**src/rtl/battleship_pkg.sv**
```systemverilog
// battleship_pkg: shared FSM state encoding, board defaults, LFSR seed and cell-index helper.
package battleship_pkg;
  typedef logic [2:0] state_t;
  localparam state_t IDLE = 3'd0;
  localparam state_t PICK = 3'd1;
  localparam state_t SCAN = 3'd2;
  localparam state_t THINK = 3'd3;
  localparam state_t FIRE = 3'd4;
  localparam state_t DONE = 3'd5;
  typedef logic [2:0] coord_t;
  localparam int DEF_ROWS = 5;
  localparam int DEF_COLS = 5;
  localparam int DEF_BOATS = 5;
  localparam logic [7:0] LFSR_SEED = 8'hA5;
  function automatic logic [5:0] cell_idx(coord_t r, coord_t c, int cols);
    return 6'(32'(r) * cols + 32'(c));
  endfunction
endpackage

```
**src/rtl/pc_shot_engine_if.sv**
```systemverilog
// pc_shot_engine_if: StateMachine-side control and shot-report signals of the PC shooter.
interface pc_shot_engine_if import battleship_pkg::*; #(
  parameter int ROWS = DEF_ROWS,
  parameter int COLS = DEF_COLS
);
  logic newGame;
  logic pcTurn;
  logic [ROWS*COLS-1:0] playerBoard;
  logic shotDone;
  coord_t shotRow;
  coord_t shotCol;
  logic shotHit;
  logic [2:0] playerBoats;
  logic pcWin;
  modport master (
    output newGame, pcTurn, playerBoard,
    input shotDone, shotRow, shotCol, shotHit, playerBoats, pcWin
  );
  modport slave (
    input newGame, pcTurn, playerBoard,
    output shotDone, shotRow, shotCol, shotHit, playerBoats, pcWin
  );
endinterface

```
**src/rtl/pc_shot_engine_lfsr8.sv**
```systemverilog
// lfsr8: free-running 8-bit Fibonacci LFSR (taps 8,6,5,4) that reloads the seed if it ever reads zero.
module lfsr8 import battleship_pkg::*; (
  input  logic       clk,
  input  logic       rst_n,
  output logic [7:0] q
);
  always_ff @(posedge clk or negedge rst_n)
    if (!rst_n) q <= LFSR_SEED;
    else q <= (q == 8'd0) ? LFSR_SEED : {q[6:0], q[7] ^ q[5] ^ q[4] ^ q[3]};
endmodule

```
**src/rtl/pc_shot_engine.sv**
```systemverilog
// pc_shot_engine: computer-opponent shooter; picks an unshot cell (LFSR, then linear scan), thinks, fires.
// Optional PC_HUNT_EN: after a hit, probe the hit cell's up/right/down/left neighbours before random draws.
module pc_shot_engine import battleship_pkg::*; #(
  parameter int ROWS = DEF_ROWS,
  parameter int COLS = DEF_COLS,
  parameter int BOATS = DEF_BOATS,
  parameter int THINK_CYCLES = 50_000_000,
  parameter int MAX_TRIES = 16
) (
  input logic clk,
  input logic rst,
  pc_shot_engine_if.slave bus
);
  localparam int N = ROWS * COLS;
  localparam int IW = N > 1 ? $clog2(N) : 1;
  localparam int TW = $clog2(MAX_TRIES + 1);
  localparam logic [3:0] R4 = 4'(ROWS);
  localparam logic [3:0] C4 = 4'(COLS);
  state_t state;
  logic [7:0] lfsr;
  logic [N-1:0] mask;
  logic [TW-1:0] tries;
  logic [31:0] cnt;
  coord_t cur_r, cur_c;
  logic [IW-1:0] cand_i, cur_i;
  logic cand_ok, scan_end, unused_lfsr;
  lfsr8 u_lfsr (.clk(clk), .rst_n(rst), .q(lfsr));
  assign unused_lfsr = ^lfsr[7:6];
  assign cand_i = IW'(cell_idx(lfsr[2:0], lfsr[5:3], COLS));
  assign cur_i = IW'(cell_idx(cur_r, cur_c, COLS));
  assign cand_ok = {1'b0, lfsr[2:0]} < R4 && {1'b0, lfsr[5:3]} < C4 && !mask[cand_i];
  assign scan_end = cur_r == 3'(ROWS - 1) && cur_c == 3'(COLS - 1);
`ifdef PC_HUNT_EN
  logic hunt_v, nb_ok;
  coord_t hunt_r, hunt_c;
  logic [1:0] hunt_d;
  logic [3:0] nb_r, nb_c;
  logic [IW-1:0] nb_i;
  // 4-bit neighbour math so that stepping off either edge lands outside the board
  assign nb_r = {1'b0, hunt_r} + (hunt_d == 2'd0 ? 4'hF : hunt_d == 2'd2 ? 4'h1 : 4'h0);
  assign nb_c = {1'b0, hunt_c} + (hunt_d == 2'd1 ? 4'h1 : hunt_d == 2'd3 ? 4'hF : 4'h0);
  assign nb_i = IW'(cell_idx(nb_r[2:0], nb_c[2:0], COLS));
  assign nb_ok = nb_r < R4 && nb_c < C4 && !mask[nb_i];
`endif
  always_ff @(posedge clk or negedge rst)
    if (!rst) begin
      state <= IDLE;
      mask <= '0;
      tries <= '0;
      cnt <= '0;
      cur_r <= '0;
      cur_c <= '0;
      bus.shotDone <= 1'b0;
      bus.shotRow <= '0;
      bus.shotCol <= '0;
      bus.shotHit <= 1'b0;
      bus.playerBoats <= 3'(BOATS);
      bus.pcWin <= 1'b0;
`ifdef PC_HUNT_EN
      hunt_v <= 1'b0;
      hunt_r <= '0;
      hunt_c <= '0;
      hunt_d <= '0;
`endif
    end else if (bus.newGame) begin
      state <= IDLE;
      mask <= '0;
      bus.shotDone <= 1'b0;
      bus.shotRow <= '0;
      bus.shotCol <= '0;
      bus.shotHit <= 1'b0;
      bus.playerBoats <= 3'(BOATS);
      bus.pcWin <= 1'b0;
`ifdef PC_HUNT_EN
      hunt_v <= 1'b0;
`endif
    end else begin
      bus.shotDone <= 1'b0;
      bus.pcWin <= bus.playerBoats == 3'd0;
      cnt <= 32'(THINK_CYCLES - 1);
      case (state)
        IDLE: begin
          tries <= '0;
`ifdef PC_HUNT_EN
          hunt_d <= '0;
`endif
          if (bus.pcTurn && !bus.pcWin) state <= PICK;
        end
        PICK:
          if (!bus.pcTurn) state <= IDLE;
`ifdef PC_HUNT_EN
          else if (hunt_v) begin
            if (nb_ok) begin
              cur_r <= nb_r[2:0];
              cur_c <= nb_c[2:0];
              state <= THINK;
            end else begin
              hunt_d <= hunt_d + 2'd1;
              hunt_v <= hunt_d != 2'd3;
            end
          end
`endif
          else if (cand_ok) begin
            cur_r <= lfsr[2:0];
            cur_c <= lfsr[5:3];
            state <= THINK;
          end else if (tries == TW'(MAX_TRIES - 1)) begin
            cur_r <= '0;
            cur_c <= '0;
            state <= SCAN;
          end else tries <= tries + TW'(1);
        SCAN: begin
          state <= !bus.pcTurn ? IDLE : !mask[cur_i] ? THINK : scan_end ? DONE : SCAN;
          if (bus.pcTurn && mask[cur_i] && !scan_end) begin
            cur_c <= cur_c == 3'(COLS - 1) ? 3'd0 : cur_c + 3'd1;
            cur_r <= cur_c == 3'(COLS - 1) ? cur_r + 3'd1 : cur_r;
          end
        end
        THINK: begin
          cnt <= cnt - 32'd1;
          state <= !bus.pcTurn ? IDLE : cnt == 32'd0 ? FIRE : THINK;
        end
        FIRE: begin
          mask[cur_i] <= 1'b1;
          bus.shotHit <= bus.playerBoard[cur_i];
          bus.shotRow <= cur_r;
          bus.shotCol <= cur_c;
          bus.shotDone <= 1'b1;
          if (bus.playerBoard[cur_i] && bus.playerBoats != 3'd0) bus.playerBoats <= bus.playerBoats - 3'd1;
`ifdef PC_HUNT_EN
          if (bus.playerBoard[cur_i]) begin
            hunt_v <= 1'b1;
            hunt_r <= cur_r;
            hunt_c <= cur_c;
          end
`endif
          state <= DONE;
        end
        DONE: state <= bus.pcTurn ? DONE : IDLE;
        default: state <= IDLE;
      endcase
    end
endmodule

```
**src/flat_wrapper.sv**
```systemverilog
// flat-port wrapper written by rule: the top's interface ports become plain ports
module pc_shot_engine_flat import battleship_pkg::*;
#(
  parameter int ROWS = DEF_ROWS,
  parameter int COLS = DEF_COLS,
  parameter int BOATS = DEF_BOATS,
  parameter int THINK_CYCLES = 50_000_000,
  parameter int MAX_TRIES = 16
)
  (clk, rst, bus_newGame, bus_pcTurn, bus_playerBoard, bus_shotDone, bus_shotRow, bus_shotCol, bus_shotHit, bus_playerBoats, bus_pcWin);
  pc_shot_engine_if #(.ROWS(ROWS), .COLS(COLS)) bus_i ();
  input logic clk;
  input logic rst;
  input wire logic [$bits(bus_i.newGame)-1:0] bus_newGame;
  input wire logic [$bits(bus_i.pcTurn)-1:0] bus_pcTurn;
  input wire logic [$bits(bus_i.playerBoard)-1:0] bus_playerBoard;
  output wire logic [$bits(bus_i.shotDone)-1:0] bus_shotDone;
  output wire logic [$bits(bus_i.shotRow)-1:0] bus_shotRow;
  output wire logic [$bits(bus_i.shotCol)-1:0] bus_shotCol;
  output wire logic [$bits(bus_i.shotHit)-1:0] bus_shotHit;
  output wire logic [$bits(bus_i.playerBoats)-1:0] bus_playerBoats;
  output wire logic [$bits(bus_i.pcWin)-1:0] bus_pcWin;
  assign bus_i.newGame = bus_newGame;
  assign bus_i.pcTurn = bus_pcTurn;
  assign bus_i.playerBoard = bus_playerBoard;
  assign bus_shotDone = bus_i.shotDone;
  assign bus_shotRow = bus_i.shotRow;
  assign bus_shotCol = bus_i.shotCol;
  assign bus_shotHit = bus_i.shotHit;
  assign bus_playerBoats = bus_i.playerBoats;
  assign bus_pcWin = bus_i.pcWin;
  pc_shot_engine #(.ROWS(ROWS), .COLS(COLS), .BOATS(BOATS), .THINK_CYCLES(THINK_CYCLES), .MAX_TRIES(MAX_TRIES)) u_core (.clk(clk), .rst(rst), .bus(bus_i));
endmodule
```
**config.mk**
```make
export PLATFORM = sky130hd
export DESIGN_NAME = pc_shot_engine_flat
export DESIGN_NICKNAME = d
export VERILOG_FILES = /design/src/rtl/battleship_pkg.sv /design/src/rtl/pc_shot_engine_if.sv /design/src/rtl/pc_shot_engine_lfsr8.sv /design/src/rtl/pc_shot_engine.sv /design/src/flat_wrapper.sv
export SDC_FILE = /design/constraint.sdc
export NUM_CORES = 1
export LEC_CHECK = 0
export BUFFER_PORTS_ARGS = -buffer_cell sky130_fd_sc_hd__buf_2
export CAP_MARGIN = 20
export CORE_ASPECT_RATIO = 2
export CORE_UTILIZATION = 55
export CTS_CLUSTER_SIZE = 30
export DETAILED_ROUTE_END_ITERATION = 12
export PLACE_DENSITY_LB_ADDON = 0.08
export RECOVER_POWER = 25
export SLEW_MARGIN = 20
export SYNTH_ARGS = -nofsm -noshare
export SYNTH_HDL_FRONTEND = slang
export SYNTH_HIERARCHICAL = 1
export SYNTH_SLANG_ARGS = --single-unit
```
**constraint.sdc**
```tcl
create_clock -name clk -period 3.5 [get_ports clk]
set_input_delay 0.35 -clock clk [delete_from_list [all_inputs] [get_ports clk]]
set_output_delay 0.35 -clock clk [all_outputs]
set_load 0.01 [all_outputs]
```
==> qor.yml <==
clk_latency_ps: 350
grt_usage_pct: 29.3
grt-ovfl-total: 0
layout_setup_ws_ps: 162
dieWidth_um: 72.2
fin_skew_ps: 8.93
synthSimpleGateAreaFrac_pct: 19.0
dieArea_um2: 10300
pre_cts_slack_ps: 10.2
p_leak_nw: 2.53
cts_setup_buffers: 0
post_synth_num_cell_types: 68
synth_seq_cells: 91
startpoint_type: "flop"
end_kind: "flop"
drt_pre_antenna_iters: 4
ys_seq_area_share_pct: 42.1
outcome: "finished, violations left"
fin_crit_ps: 3340
rr_endpoint: "u_core/tries[2]"
synth-compound-area-share_pct: 15.0
hold_path.class: "in2reg"
rrSetupSlack_ps: 160
cts_tree: "done"
critPathSlowestCell: "fa_2"
h-tree-depth: 3
portBuffers: 40
finalSetupViolCount: 0
setup_tns_ps: 0
io_pins: 41
grt_max_degree: 79
ctsLongestPathBuffers: 2
initial_core_util_pct: 56.3
rr_worst_depth: 10
grt_pass1_wl_mm: 22.7
placed_cell_area_um2: 5880
ys_async_sr_fraction_pct: 100
wirelength_met1_mm: 5.06
place_inst: 715
syn2layout_area_growth_pct: 14.6
path_class: "reg2reg"
synth_ff_type: "dfrtp_1"
drc: 0
synth_adder_area_share_pct: 6.50
synth_edf_count: 0
finalMaxSlewViolations: 79
final_area_um2: 6220
antenna_cells: 0
violations: "capacitance limit, slew limit"
cpPeakStageDelay_ps: 580
hold_violations: 0
instances_no_fill: 731
routedWlPerCell_um: 19.4
rows: 51
cts_made_buffers: 9
syn-num-nets: 601
tightest_slew_ps: 1990
cts_sinks: 91
ant_nets: 0
cp.arrival_ps: 3620
coreArea_um2: 9640
power_mw: 4.02
via_per_inst: 6.15
synthMuxAreaShare_pct: 8.81
wl_met2_mm: 8.00
wl_met3_um: 467
antenna_found_initial: 0
crit_chain: "ha_1 > ha_4 > fa_2 > buf_4 > mux2_2 > o221ai_4 > nor2b_4 > nand3_2 > or4b_1 > nand3_1"
worstHoldStart: "bus_pcTurn"
cp_max_fo: 5
rsz0062_at_grt: "false"
final_nets: 650
r2r-start: "u_core/u_lfsr/q[2]"
fmax_mhz: 300
drive_above_1_share_pct: 21.7
hold_end: "u_core/state[2]"
synth_xor_xnor_area_share_pct: 4.47
die_y_um: 142
yosys_warnings: 6
gp_congestion: 0.920
worstHoldPathCells: 3
wirelength_mm: 14.2
ir_worst_vdd_v: 0.000458
post-dp-hpwl_mm: 10.5
synth_top_family_by_area: "simple AND/OR/NAND/NOR gates"
drt-initial-drc-count: 247
cts_root_buf: "clkbuf_16"
grt_pass1_vias: 4615
highest_layer: "met4"
dr_total_vias: 4498
drv_cap: 1
avgSynthCellArea_um2: 9.95
slew_headroom_pct: -32.9
fillers: 801
synth_area_um2: 5430
power.density_nw_per_um2: 647
cp.required_ps: 3780
min_period_over_period_pct: 95.4
synth_cells: 545
cts.clk_slew.worst_paths_ps: 70
-- worst max-delay path, delay by kind of cell (launching register included) --
kind | cells | cell delay, ps
mux | 1 | 350
simple gates | 4 | 930
flops | 1 | 540
buf+inv | 1 | 130
fa+ha+maj | 3 | 1070
compound gates | 1 | 250
-- area by class of cell --
type | instances | area, um^2 | area share [%]
Clock buffer | 9 | 225 | 3.62
Clock inverter | 7 | 67.6 | 1.09
Inverter | 25 | 93.8 | 1.51
Multi-Input combinational cell | 401 | 2970 | 47.8
Sequential cell | 91 | 2280 | 36.7
Tap cell | 132 | 165 | 2.66
Timing Repair Buffer | 66 | 408 | 6.56
-- layer usage --
layer	vias to the layer above	track usage, %
met5	-	0
li1	2095	-
met4	0	16.7
met2	123	55.4
met1	2234	29.2
met3	46	4.67
-- worst max-delay path by stage --
stage | end | start | slack, ps | cells past startpoint
final | u_core/tries[2] | u_core/u_lfsr/q[2] | 160 | 10
after global routing | u_core/tries[2] | u_core/u_lfsr/q[2] | 50 | 11
after CTS | u_core/tries[2] | u_core/u_lfsr/q[2] | 3 | 11
after detailed placement | u_core/tries[2] | u_core/u_lfsr/q[0] | 10 | 11
after global placement | u_core/tries[2] | u_core/u_lfsr/q[0] | 150 | 11
after floorplan | u_core/cur_c[2] | u_core/u_lfsr/q[2] | 210 | 11
-- cells by family after synthesis --
logic type                 after synthesis
AOI/OAI and AO/OA                      117
buffers and inverters                   53
DFF                                     91
xor gates and xnor gates                26
adders and majority gates               27
and+or+nand+nor                        206
muxes                                   25
-- cells in the final DEF (no fill, tap or decap), types with 9 or more instances in the layout --
master	instances
dfrtp_1	85
nand2_1	52
nor2_1	46
buf_2	39
nand3_1	27
a21oi_1	27
buf_4	25
inv_1	24
ha_1	24
nor3_1	21
mux4_2	18
xnor2_1	16
o2bb2ai_1	16
o21ai_0	16
or3_1	12
clkbuf_16	9
a31oi_1	9
-- flip-flops by register name, summed over array words and instances (netlist names) --
name                    cells
u_core/bus.playerBoats      3
u_core/bus.pcWin            1
u_core/bus.shotRow          3
u_core/state                3
u_core/bus.shotCol          3
u_core/cnt                 32
u_core/bus.shotDone         1
u_core/cur_r                3
u_core/u_lfsr/q             8
u_core/cur_c                3
u_core/mask                25
u_core/tries                5
u_core/bus.shotHit          1
-- cell usage after synthesis, drive strengths merged, types with 6 or more instances --
cell type	n	area, um^2
nor2b	8	57.6
o21ai	18	90.1
nand2	52	195
dfstp	6	158
clkbuf	20	76.3
a21oi	29	149
inv	24	90.1
nor2	47	176
o2bb2ai	16	140
mux4	18	405
dfrtp	85	2130
nor4	6	56.3
buf	8	48.8
a31oi	9	56.3
ha	25	313
o32ai	8	70.1
or3	12	75.1
xor2	8	77.6
nor3	21	105
xnor2	18	165
nand3	28	145
-- stage by stage --
stage	hold slack [ps]	util (%)
3_3_place_gp	467	61.0
2_1_floorplan	54.4	-
3_5_place_dp	469	61.0
6_report	385	64.5
4_1_cts	210	64.0
5_1_grt	384	64.5
-- report_power, final --
part           internal (mW)  switching [mW]  total, mW
logic                  0.813            1.14       1.95
clock network          0.501           0.454      0.955
registers               1.08          0.0385       1.12
total                   2.40            1.63       4.02
-- repair_timing --
item                                    CTS  global route
resized for setup                         0             9
endpoints found under the setup margin    0            14
hold buffers                              0             0
Note: power is estimated with default switching activity, not from simulation.
